## src/rtl/shift_seq_unit.sv

```systemverilog
// Iterative one-bit-per-clock shifter (LSL / LSR / ASR / pass) with valid/ready on both sides.
// Optional SHIFT_STICKY_EN adds out_sticky, the OR of all bits shifted out of the operand.
module shift_seq_unit #(
   parameter int WIDTH   = 4,
   parameter int SHAMT_W = 3
) (
   input  logic               clk,
   input  logic               rst_n,
   input  logic               in_valid,
   output logic               in_ready,
   input  logic [WIDTH-1:0]   in_data,
   input  logic [SHAMT_W-1:0] in_shamt,
   input  logic [1:0]         in_op,
   output logic               out_valid,
   input  logic               out_ready,
   output logic [WIDTH-1:0]   out_data
`ifdef SHIFT_STICKY_EN
   ,
   output logic               out_sticky
`endif
);

   // state | meaning
   // IDLE  | waiting for an operand, in_ready high
   // SHIFT | one bit shifted per edge, counter counts down to 1
   // DONE  | result presented, waiting for out_ready
   typedef enum logic [1:0] {IDLE, SHIFT, DONE} state_t;

   localparam logic [1:0] OP_LSL  = 2'b00;
   localparam logic [1:0] OP_LSR  = 2'b01;
   localparam logic [1:0] OP_ASR  = 2'b10;
   localparam logic [1:0] OP_PASS = 2'b11;

   state_t             state, state_nxt;
   logic [WIDTH-1:0]   work, work_shift, result;
   logic [SHAMT_W-1:0] cnt;
   logic [1:0]         op;
   logic               accept;
   logic               skip_shift;
   logic               last_shift;

   assign accept     = in_valid && in_ready;
   assign skip_shift = (in_shamt == '0) || (in_op == OP_PASS);
   assign last_shift = (cnt == SHAMT_W'(1));

   always_comb begin
      work_shift = work;
      case (op)
         OP_LSL:  work_shift = {work[WIDTH-2:0], 1'b0};
         OP_LSR:  work_shift = {1'b0, work[WIDTH-1:1]};
         OP_ASR:  work_shift = {work[WIDTH-1], work[WIDTH-1:1]};
         default: work_shift = work;
      endcase
   end

   always_ff @(posedge clk or negedge rst_n) begin
      if (!rst_n) state <= IDLE;
      else        state <= state_nxt;
   end

   always_comb begin
      state_nxt = state;
      case (state)
         IDLE:    if (accept) state_nxt = skip_shift ? DONE : SHIFT;
         SHIFT:   if (last_shift) state_nxt = DONE;
         DONE:    if (out_ready) state_nxt = IDLE;
         default: state_nxt = IDLE;
      endcase
   end

   // in_ready is gated by rst_n so it reads low for the whole reset window
   always_comb begin
      in_ready  = rst_n && (state == IDLE);
      out_valid = (state == DONE);
   end

   // result is a separate register so out_data holds after the handshake
   always_ff @(posedge clk or negedge rst_n) begin
      if (!rst_n) begin
         work   <= '0;
         cnt    <= '0;
         op     <= OP_LSL;
         result <= '0;
      end else begin
         case (state)
            IDLE: begin
               if (accept) begin
                  work <= in_data;
                  cnt  <= in_shamt;
                  op   <= in_op;
                  if (skip_shift) result <= in_data;
               end
            end
            SHIFT: begin
               work <= work_shift;
               cnt  <= cnt - SHAMT_W'(1);
               if (last_shift) result <= work_shift;
            end
            default: ;
         endcase
      end
   end

   assign out_data = result;

`ifdef SHIFT_STICKY_EN
   logic bit_out;
   logic sticky;

   always_comb begin
      bit_out = 1'b0;
      case (op)
         OP_LSL:         bit_out = work[WIDTH-1];
         OP_LSR, OP_ASR: bit_out = work[0];
         default:        bit_out = 1'b0;
      endcase
   end

   always_ff @(posedge clk or negedge rst_n) begin
      if (!rst_n) begin
         sticky <= 1'b0;
      end else begin
         case (state)
            IDLE:    if (accept) sticky <= 1'b0;
            SHIFT:   sticky <= sticky | bit_out;
            default: ;
         endcase
      end
   end

   assign out_sticky = sticky;
`endif

endmodule

```

## config.mk

```make
export PLATFORM = sky130hd
export DESIGN_NAME = shift_seq_unit
export DESIGN_NICKNAME = d
export VERILOG_FILES = /design/src/rtl/shift_seq_unit.sv
export SDC_FILE = /design/constraint.sdc
export NUM_CORES = 1
export LEC_CHECK = 0
export CAP_MARGIN = 25
export CORE_UTILIZATION = 48
export DETAILED_ROUTE_END_ITERATION = 16
export PLACE_DENSITY = 0.76
export SYNTH_ARGS = -nofsm -noshare
export SYNTH_HDL_FRONTEND = slang
export SYNTH_SLANG_ARGS = --single-unit
```

## constraint.sdc

```tcl
create_clock -name clk -period 2 [get_ports clk]
set_clock_uncertainty 0.05 [all_clocks]
set_input_delay 0.4 -clock clk [delete_from_list [all_inputs] [get_ports clk]]
set_output_delay 0.4 -clock clk [all_outputs]
set_load 0.01 [all_outputs]
```

# ---- After elaboration in Yosys (flattened, before gate mapping)
# Cells that the tools add are included.
dict set report op_classes {
  n_addsub 1
  eq_ne 10
  muxes 14
  reduce_logical 11
}
# cell count
set op_table {}
lappend op_table {{$mux W4} 4}
lappend op_table {{$pmux W4 S2} 2}
lappend op_table {{$pmux W4 S3} 1}
lappend op_table {{$mux W2} 4}
lappend op_table {{$eq A2 B2 Y1 const B} 3}
lappend op_table {{$ne A2 B2 Y1 const B} 3}
lappend op_table {{$pmux W2 S3} 1}
lappend op_table {{$pmux W3 S2} 1}
lappend op_table {{$eq A2 B1 Y1 const B} 2}
lappend op_table {{$logic_not A2 Y1} 2}
lappend op_table {{$reduce_and A2 Y1} 2}
lappend op_table {{$reduce_and A4 Y1} 1}
lappend op_table {{$eq A3 B1 Y1 const B} 1}
lappend op_table {{$logic_not A3 Y1} 1}
lappend op_table {{$mux W3} 1}
lappend op_table {{$reduce_and A3 Y1} 1}
lappend op_table {{$sub A3 B1 Y3 const B} 1}
lappend op_table {{$logic_and A1 B1 Y1} 2}
lappend op_table {{$ne A2 B1 Y1 const B} 1}
lappend op_table {{$reduce_bool A2 Y1} 1}
lappend op_table {{$logic_or A1 B1 Y1} 1}
dict set report word_totals {
  reg_bits 15
  out_inout_bits 6
  elab_cells 41
}

# ---- Logic depth before layout (Yosys ltp)
# Gate-level depths: netlist of run 1.
dict set report depth {
  ltp_word 5
  mapped_depth 6
  depth_no_buf 6
}

# ---- Worst setup path before layout of run 1
# OpenSTA, ideal clock, no wires.
dict set report synth_path {
  path_kind {in2reg}
  startpoint {input port in_shamt[1]}
  endpoint {register result[1], in the netlist out_data[1]}
  t_arrival_ns 1.375
  required_ns 1.825
  setup_slack_ns 0.449
  path_stages 3
  n_path_buf 0
  path_cell_list {o311a_4 > nor3_4 > mux2_4}
}
dict set report synth_via {
  elab_chain_len 4
}
# item line
set synth_lines {}
lappend synth_lines {{start, declared} 12} ;# input logic [SHAMT_W-1:0] in_shamt,
lappend synth_lines {{$logic_not A3 Y1} 43} ;# assign skip_shift = (in_shamt == '0) || (in_op == OP_PASS);
lappend synth_lines {{$logic_or A1 B1 Y1} 43}
lappend synth_lines {{$ne A2 B2 Y1 (no source line)} --}
lappend synth_lines {{$reduce_and A4 Y1 (no source line)} --}
lappend synth_lines {{end signal, assigned} 91} ;# if (skip_shift) result <= in_data;
lappend synth_lines {{end signal, assigned} 97} ;# if (last_shift) result <= work_shift;
lappend synth_lines {{end, declared} 35} ;# logic [WIDTH-1:0] work, work_shift, result;
# Every way passes these cells.
# A chain may end at the register's enable or synchronous reset.

# ---- Final worst setup path of run 1
dict set report layout_path {
  startpoint {register state[1]}
  endpoint {output port out_valid}
}
dict set report layout_via {
  elab_chain_len 1
}
# item line
set layout_lines {}
lappend layout_lines {{start, declared} 34} ;# state_t state, state_nxt;
lappend layout_lines {{start signal, assigned} 58} ;# else state <= state_nxt;
lappend layout_lines {{$eq A2 B2 Y1} 74} ;# out_valid = (state == DONE);
lappend layout_lines {{end, declared} 14} ;# output logic out_valid,
# Every way passes these cells.

==> impl_metrics.toml, run 1 <==
[synthesis]
avgSynthCellArea_um2 = 9.981
synth_edf_count = 0
yosysTopAreaCell = "dfrtp_1"
synth_top_area_share_pct = 43.23
synth.net_count = 102
synth_commonest_cells = "dfrtp_1, nand2_1, nor2_1"
synth-seq-cells = 15
netlist_area_um2 = 868.3
synthFlopType = "dfrtp_1"
synthArstFlopShare_pct = 100.0
synth_cells = 87
yosys_warnings = 0
synthTopCellsByArea = "dfrtp_1, nand2_1, mux2_4, mux2i_1, ha_1"
synth.distinct_cells = 32
ys_seq_area_share_pct = 43.23

[cts]
cts_tree = "done"
cts_root_buf = "clkbuf_4"
htreeDepth = 1
clk_transition_reported_paths_ns = 0.09
clk_latency_ns = 0.30
cts_buffer_depth = 2
numCtsBuffers = 3
cts.sink_count = 15

[sta]
fmax_ghz = 0.5237
rsz0062_at_grt = "false"
hold_viol_final = 0
setup_violations = 0
fin_crit_sh_pct = 95.48
slew_headroom_pct = 78.50
finalMaxSlewViolations = 0
worst_slew_pin_slew_ns = 0.3214
fin_crit_ns = 1.910
hold_ws_ns = 0.1377

[power_and_ir_drop]
vdd_drop_max_uv = 778.3
leakagePower_uw = 0.0005221
powerDensity_nw_per_um2 = 1549

[die]
die_area_um2 = 1983
die_h_um = 44.53
num_rows = 15
initial_core_util_pct = 50.84
die-width_um = 44.53
coreArea_um2 = 1708
ios = 19

[drt]
wirelength_mm = 1.899
drc = 0
drtIter0Drc = 18
dr_wl_met2_um = 894
met3WireLength_um = 48
drt-vias-per-instance = 5.230
wire_per_inst_um = 13.66
via_count = 727
drtPass1Iterations = 4
drtAntennaViolNets = 0
wirelength_met1_um = 910
topRoutingLayerUsed = "met4"

[run_status]
status = "finished clean"

[placement]
gp_routability_congestion = 0.7926
dpl-instance-area_um2 = 1099
hpwl_mm = 1.393
port_buffers = 18

[finish]
fill_cells = 134
finalInstanceArea_um2 = 1147
diodes = 0
drive_gt1_share_pct = 20.18
synthToLayoutAreaGrowth_pct = 32.13
multi_input_area_um2 = 451.7
nets = 130
ff_latch_area_um2 = 377.9

[worst_setup_path]
crit_path_start_kind = "flip-flop"
rr_worst_depth = 6
endpoint_kind = "primary output"
cp_max_fo = 5
cp_cell_sequence = "nor2b_1 -> clkdlybuf4s50_1"
max_stage_delay_ns = 0.56
critPathKind = "flip-flop to primary output"
worstPathRequired_ns = 1.55
cpMaxStageDelayCell = "clkdlybuf4s50_1"
crit_arrival_ns = 1.46

[global_routing]
grtUsageTotal_pct = 21.94
grt_pass1_wl_mm = 3.063
first_global_vias = 662
grt_max_degree = 15
grt_overflow = 0
antenna_found_initial = 0

[worst_hold_path]
min_path_type = "primary input to async pin"

[job]
cap_violations = 0
sequential cells by signal (all words and copies together), names as in the netlist:
signal / count
state: 2
work: 4
cnt: 3
out_data: 4
op: 2
kinds of logic (layout without fill, tap and decap cells):
kind of cell | after synthesis | in the layout | synth area share [%]
flip-flops | 15 | 15 | 43.23
XOR/XNOR | 1 | 1 | 1.009
AO/OA/AOI/OAI | 16 | 16 | 13.40
AND/OR/NAND/NOR | 35 | 35 | 21.04
buffers and inverters | 8 | 35 | 4.754
adder cells (fa/ha/maj) | 2 | 2 | 2.881
multiplexers | 10 | 10 | 13.69
where the power goes:
group / switching [µW] / internal [µW]
Sequential: 161 / 467
Combinational: 441 / 525
Clock: 106 / 77.7
Total: 708 / 1070
worst paths after layout:
path | slack [ns] | from | end
max | 0.09 | state[1] | out_valid
min | 0.14 | rst_n | state[0]
max reg2reg | 0.27 | cnt[1] | out_data[2]
min reg2reg | 0.48 | cnt[2] | cnt[2]
max in group asynchronous | 1.53 | rst_n | state[1]
min in group clk | 0.48 | cnt[2] | cnt[2]
layout by cell type, fill, tap and decap left out, drive strengths merged:
master	count
a211oi	2
a21o	1
a21oi	3
a221oi	1
a22oi	1
a31oi	2
and2	2
and2b	1
and3	1
buf	9
clkbuf	4
clkdlybuf4s50	16
dfrtp	15
dlygate4sd2	2
ha	2
inv	4
mux2	6
mux2i	4
nand2	15
nand3	1
nor2	8
nor2b	3
nor3	2
nor3b	1
nor4bb	1
o211ai	1
o21ai	3
o22ai	1
o311a	1
xor2	1
metrics by stage:
stage	worst slack, ns	setup TNS [ns]	utilization [%]	cells	power [µW]
3_3_place_gp	-0.04230	-0.1751	64.32	132	1513
5_1_grt	0.04612	0	67.18	139	1904
2_1_floorplan	0.4495	0	-	87	1271
6_report	0.09045	0	67.18	139	1778
4_1_cts	0.08554	0	67.18	139	1782
3_5_place_dp	-0.08330	-0.3367	64.32	132	1553
per-layer routing:
metal  GRT usage, %  vias up
li1               -      356
met1          30.18      352
met2          32.35       14
met3          3.673        5
met4          12.73        0
met5              0        -
critical path, delay by kind of cell, from the launching register on:
kind / cells / cell delay, ns
buffers and inverters: 1 / 0.56
DFF: 1 / 0.41
and+or+nand+nor: 1 / 0.19
area by class of cell:
class                   count  area share (%)
inverters                   4           1.309
repair buffers             27           21.37
clock buffers               4           2.290
flip-flops and latches     15           32.93
well taps                  25           2.726
multi-input cells          64           39.37
what timing repair did:
item	in CTS	in global routing
gates resized for setup	4	0
endpoints found under the setup margin	2	0
hold buffers	0	0
buffers inserted	3	0
Note: power is estimated with default switching activity, not from simulation.
==> run 2: changes to the inputs <==
--- a/config.mk
+++ b/config.mk
@@ -6,9 +6,10 @@
 export NUM_CORES = 1
 export LEC_CHECK = 0
 export CAP_MARGIN = 25
-export CORE_UTILIZATION = 48
+export CORE_MARGIN = 2
+export CORE_UTILIZATION = 52
 export DETAILED_ROUTE_END_ITERATION = 16
-export PLACE_DENSITY = 0.76
+export PLACE_DENSITY = 0.82
 export SYNTH_ARGS = -nofsm -noshare
 export SYNTH_HDL_FRONTEND = slang
 export SYNTH_SLANG_ARGS = --single-unit
==> constraint.sdc (replaced) <==
create_clock -name clk -period 2.2 [get_ports clk]
set_clock_uncertainty 0.05 [all_clocks]
set_input_delay 0.44 -clock clk [delete_from_list [all_inputs] [get_ports clk]]
set_output_delay 0.44 -clock clk [all_outputs]
set_load 0.01 [all_outputs]
==> run 2 against run 1 <==
Compared with the run above: utilization is 3.7 points higher; design area is 4.8% lower; via count is 8.0% lower.
==> impl_metrics.toml, run 2 (synthesized netlist as in run 1, its figures left out) <==
[global_routing]
met3_usage_pct = 7.200
grt_max_degree = 16
grtUsageTotal_pct = 20.71
met2_usage_pct = 31.59
grt_overflow = 0
met1_usage_pct = 29.12
top_usage_layer = "met2"
first_global_vias = 634
antenna_found_initial = 0
grt_pass1_wl_mm = 2.973

[drt]
drt-vias-per-instance = 5.395
drtAntennaViolNets = 0
drtIter0Drc = 8
via_count = 669
drc = 0
wire_per_inst_um = 13.69
wirelength_mm = 1.697
drtPass1Iterations = 4

[worst_setup_path]
max_stage_delay_ns = 0.52
cp_max_fo = 4
crit_arrival_ns = 1.59
startpoint = "rst_n"
critPathKind = "primary input to primary output"
worstPathRequired_ns = 1.71
endpoint_kind = "primary output"
cpMaxStageDelayCell = "clkdlybuf4s50_1"
crit_path_start_kind = "primary input"
path_buf_inv = 2
worstReg2RegStart = "cnt[1]"
cpLargestDelayFamily = "buffers and inverters"
cp_cell_sequence = "clkdlybuf4s50_1 -> and2_1 -> clkdlybuf4s50_1"
crit_top_cell = "clkdlybuf4s50_1"

[die]
ios = 19
num_rows = 14
initial_core_util_pct = 56.33
die_area_um2 = 2013
die_h_um = 44.87
coreArea_um2 = 1541
die-width_um = 44.87

[sta]
fin_setup_tns_ns = 0
slew_headroom_pct = 81.49
setup_violations = 0
hold_viol_final = 0
rsz0062_at_grt = "false"
fin_crit_ns = 2.080
fin_crit_sh_pct = 94.55
fmax_ghz = 0.4807
finalMaxSlewViolations = 0
worst_slew_pin_slew_ns = 0.2700

[power_and_ir_drop]
total_power_uw = 1555
vdd_drop_max_uv = 790.9
powerDensity_nw_per_um2 = 1424
leakagePower_uw = 0.0004882

[finish]
synthToLayoutAreaGrowth_pct = 25.79
nets = 124
fin_util_pct = 70.86
diodes = 0
drive_gt1_share_pct = 14.81
finalInstanceArea_um2 = 1092
layout_commonest_cell = "clkdlybuf4s50_1"
final_cell_mix = "clkdlybuf4s50_1, nand2_1, dfrtp_1"

[cts]
cts_buffer_depth = 2
clk_transition_reported_paths_ns = 0.08
cts_hold_buf = 0
cts_root_buf = "clkbuf_4"
cts.sink_count = 15
numCtsBuffers = 3
htreeDepth = 1
clk_latency_ns = 0.29
cts_tree = "done"

[job]
cap_violations = 0

[placement]
dpl-instance-area_um2 = 1065
port_buffers = 18
hpwl_mm = 1.326
gp_routability_congestion = 0.7279

[run_status]
status = "finished clean"

[worst_hold_path]
min_path_type = "flip-flop to flip-flop"
hp-start = "out_data[3]"
==> run 2: cell type report <==
class	count	area (µm²)
Clock buffer	4	26.28
Fill cell	120	449.2
Inverter	4	15.01
Multi-Input combinational cell	64	451.7
Sequential cell	15	376.6
Tap cell	16	20.02
Timing Repair Buffer	21	202.7
==> run 2: worst paths after layout <==
path / endpoint / slack (ns) / cells past startpoint
worst max-delay path: in_ready / 0.12 / 3
worst min-delay path: out_data[3] / 0.47 / 1
worst max register to register: out_data[3] / 0.50 / 6
worst min register to register: out_data[3] / 0.47 / 1
max in group asynchronous: state[1] / 1.44 / 2
min in group asynchronous: work[1] / 0.48 / 2
==> run 2: report_power, final <==
group	switching, µW	leakage [µW]	internal [µW]
Clock	86.7	0.0000150	70.6
Sequential	161	0.000178	422
Combinational	369	0.000295	446
==> run 2: per-layer routing <==
metal,share of wire [%],up-vias,wire (µm)
met2,48,11,809
met5,0,-,0
met3,4.0,3,68
li1,-,344,-
met1,48,311,809
met4,0.65,0,11
==> run 2: through the flow <==
stage / std cells / hold slack [ns] / worst slack, ns
after global routing: 124 / 0.4931 / 0.05667
final: 124 / 0.4671 / 0.1199
after CTS: 124 / 0.4705 / 0.1029
after detailed placement: 120 / 0.4520 / 0.1107
after floorplan: 87 / 0.09441 / 0.6095
after global placement: 120 / 0.4471 / 0.1313
==> run 2: repair_timing <==
action	in CTS	in global routing
setup endpoints to repair	0	1
buffers inserted	0	0
gates resized for setup	0	1
==> run 3: changes to the inputs <==
--- a/config.mk
+++ b/config.mk
@@ -5,8 +5,8 @@
 export SDC_FILE = /design/constraint.sdc
 export NUM_CORES = 1
 export LEC_CHECK = 0
-export CAP_MARGIN = 25
-export CORE_MARGIN = 2
+export CAP_MARGIN = 20
+export CORE_MARGIN = 3
 export CORE_UTILIZATION = 52
 export DETAILED_ROUTE_END_ITERATION = 16
 export PLACE_DENSITY = 0.82
==> run 3 against run 2 <==
Compared with the run above: critical path depth is the same; routed wire length up 0.94%; largest power group unchanged; via count rose by 3.4%; maximum frequency shrank 1.2%; first-iteration DRC count up 25%; hold slack worse by 0.33 ns; largest cell class unchanged; design area up 0.80%; die area grew 9.1%.
==> impl_metrics.toml, run 3 (synthesized netlist as in run 1, its figures left out) <==
[run_status]
status = "finished clean"

[worst_setup_path]
crit_arrival_ns = 1.61
endpoint_kind = "primary output"
max_stage_delay_ns = 0.53
critPathKind = "flip-flop to primary output"
crit_path_start_kind = "flip-flop"
cp_max_fo = 6
path_buf_inv = 1
cp_cell_sequence = "nor2_2 -> and2_1 -> clkdlybuf4s50_1"
cpLargestDelayFamily = "buffers and inverters"
worstPathRequired_ns = 1.71
cpMaxStageDelayCell = "clkdlybuf4s50_1"

[drt]
drtPass1Iterations = 4
drtIter0Drc = 10
drc = 0
wirelength_mm = 1.713
drt-vias-per-instance = 5.536
via_count = 692
drtAntennaViolNets = 0
wire_per_inst_um = 13.70

[global_routing]
grt_pass1_wl_mm = 2.911
first_global_vias = 682
grt_max_degree = 15
top_usage_layer = "met2"
met3_usage_pct = 6.130
grt_overflow = 0
met2_usage_pct = 28.73
grtUsageTotal_pct = 19.31
met1_usage_pct = 25.84
antenna_found_initial = 0

[placement]
place_ws_ns = 0.02904
port_buffers = 18
dp_cells = 121
hpwl_mm = 1.315
gp_routability_congestion = 0.8515

[finish]
diodes = 0
fin_cells = 125
synthToLayoutAreaGrowth_pct = 26.80
final_cell_mix = "clkdlybuf4s50_1, nand2_1, dfrtp_1"
nets = 125
drive_gt1_share_pct = 14.68
fill_cells = 114
layout_commonest_cell = "clkdlybuf4s50_1"

[sta]
setup_violations = 0
finalMaxSlewViolations = 0
fin_crit_sh_pct = 95.65
hold_viol_final = 0
fin_crit_ns = 2.104
worst_slew_pin_slew_ns = 0.3300
rsz0062_at_grt = "false"
fin_setup_tns_ns = 0
fmax_ghz = 0.4752
worst_slack_ns = 0.09562
slew_headroom_pct = 77.90

[cts]
clk_transition_reported_paths_ns = 0.08
cts_root_buf = "clkbuf_4"
htreeDepth = 1
cts_buffer_depth = 2
numCtsBuffers = 3
cts.sink_count = 15
clk_latency_ns = 0.28
postCtsResizedCells = 0
cts_tree = "done"
post-cts-setup-buffer-count = 0
cts_hold_buf = 0

[die]
coreArea_um2 = 1541
initial_core_util_pct = 56.33
die_h_um = 46.87
ios = 19
die_area_um2 = 2196
num_rows = 14
die-width_um = 46.87

[power_and_ir_drop]
powerDensity_nw_per_um2 = 1406
total_power_uw = 1549
vdd_drop_max_uv = 868.7
leakagePower_uw = 0.0005036

[job]
cap_violations = 0

[worst_hold_path]
min_path_type = "primary input to async pin"
run 3: changes by cell type in the layout (fill, tap and decap cells not counted), sizes merged:
cell	before	now
buf	3	4
clkdlybuf4s50	18	17
dlymetal6s2s	0	1
run 3: final timing paths:
path,startpoint,slack (ns),cells past startpoint,to
max reg2reg,cnt[1],0.56,6,out_data[3]
min reg2reg,out_data[2],0.47,1,out_data[2]
min,rst_n,0.13,2,state[1]
max,state[0],0.1,3,in_ready
min in group clk,out_data[2],0.47,1,out_data[2]
max in group asynchronous,rst_n,1.76,2,work[1]
run 3: through the flow:
| step | cell area, µm² | hold WS (ns) | utilization (%) |
|---|---|---|---|
| 4_1_cts | 1099 | 0.4762 | 71.27 |
| 6_report | 1101 | 0.1330 | 71.43 |
| 5_1_grt | 1101 | 0.1403 | 71.43 |
| 2_1_floorplan | 868.3 | 0.09441 | - |
| 3_3_place_gp | 1072 | 0.4448 | 69.56 |
| 3_5_place_dp | 1072 | 0.4509 | 69.56 |
run 3: worst reg2reg max path, cell delays in order, from the launching register on:
cell     delay (ns)
dfrtp_1        0.36
inv_1          0.09
ha_1           0.14
nor2b_1        0.17
mux2i_1        0.13
nor3_4         0.24
mux2_4         0.33
run 3: cell type report:
type	instances	area (µm²)	area share, %
sequential	15	375.4	34.09
multi-input combinational	64	451.7	41.02
inverter	4	15.01	1.364
clock buffer	4	26.28	2.386
tap	16	20.02	1.818
timing repair buffer	22	212.7	19.32
run 3: layer usage:
layer | vias up | wire, µm | part of all wire, %
li1 | 346 | - | -
met1 | 330 | 832 | 49
met2 | 12 | 799 | 47
met3 | 4 | 59 | 3.4
met4 | 0 | 21 | 1.2
met5 | - | 0 | 0
run 3: power breakdown:
part / internal (µW) / leakage, µW / switching (µW)
sequential: 420 / 0.000180 / 158
clock: 70.3 / 0.0000150 / 82.2
combinational: 445 / 0.000309 / 373
total: 936 / 0.000504 / 613
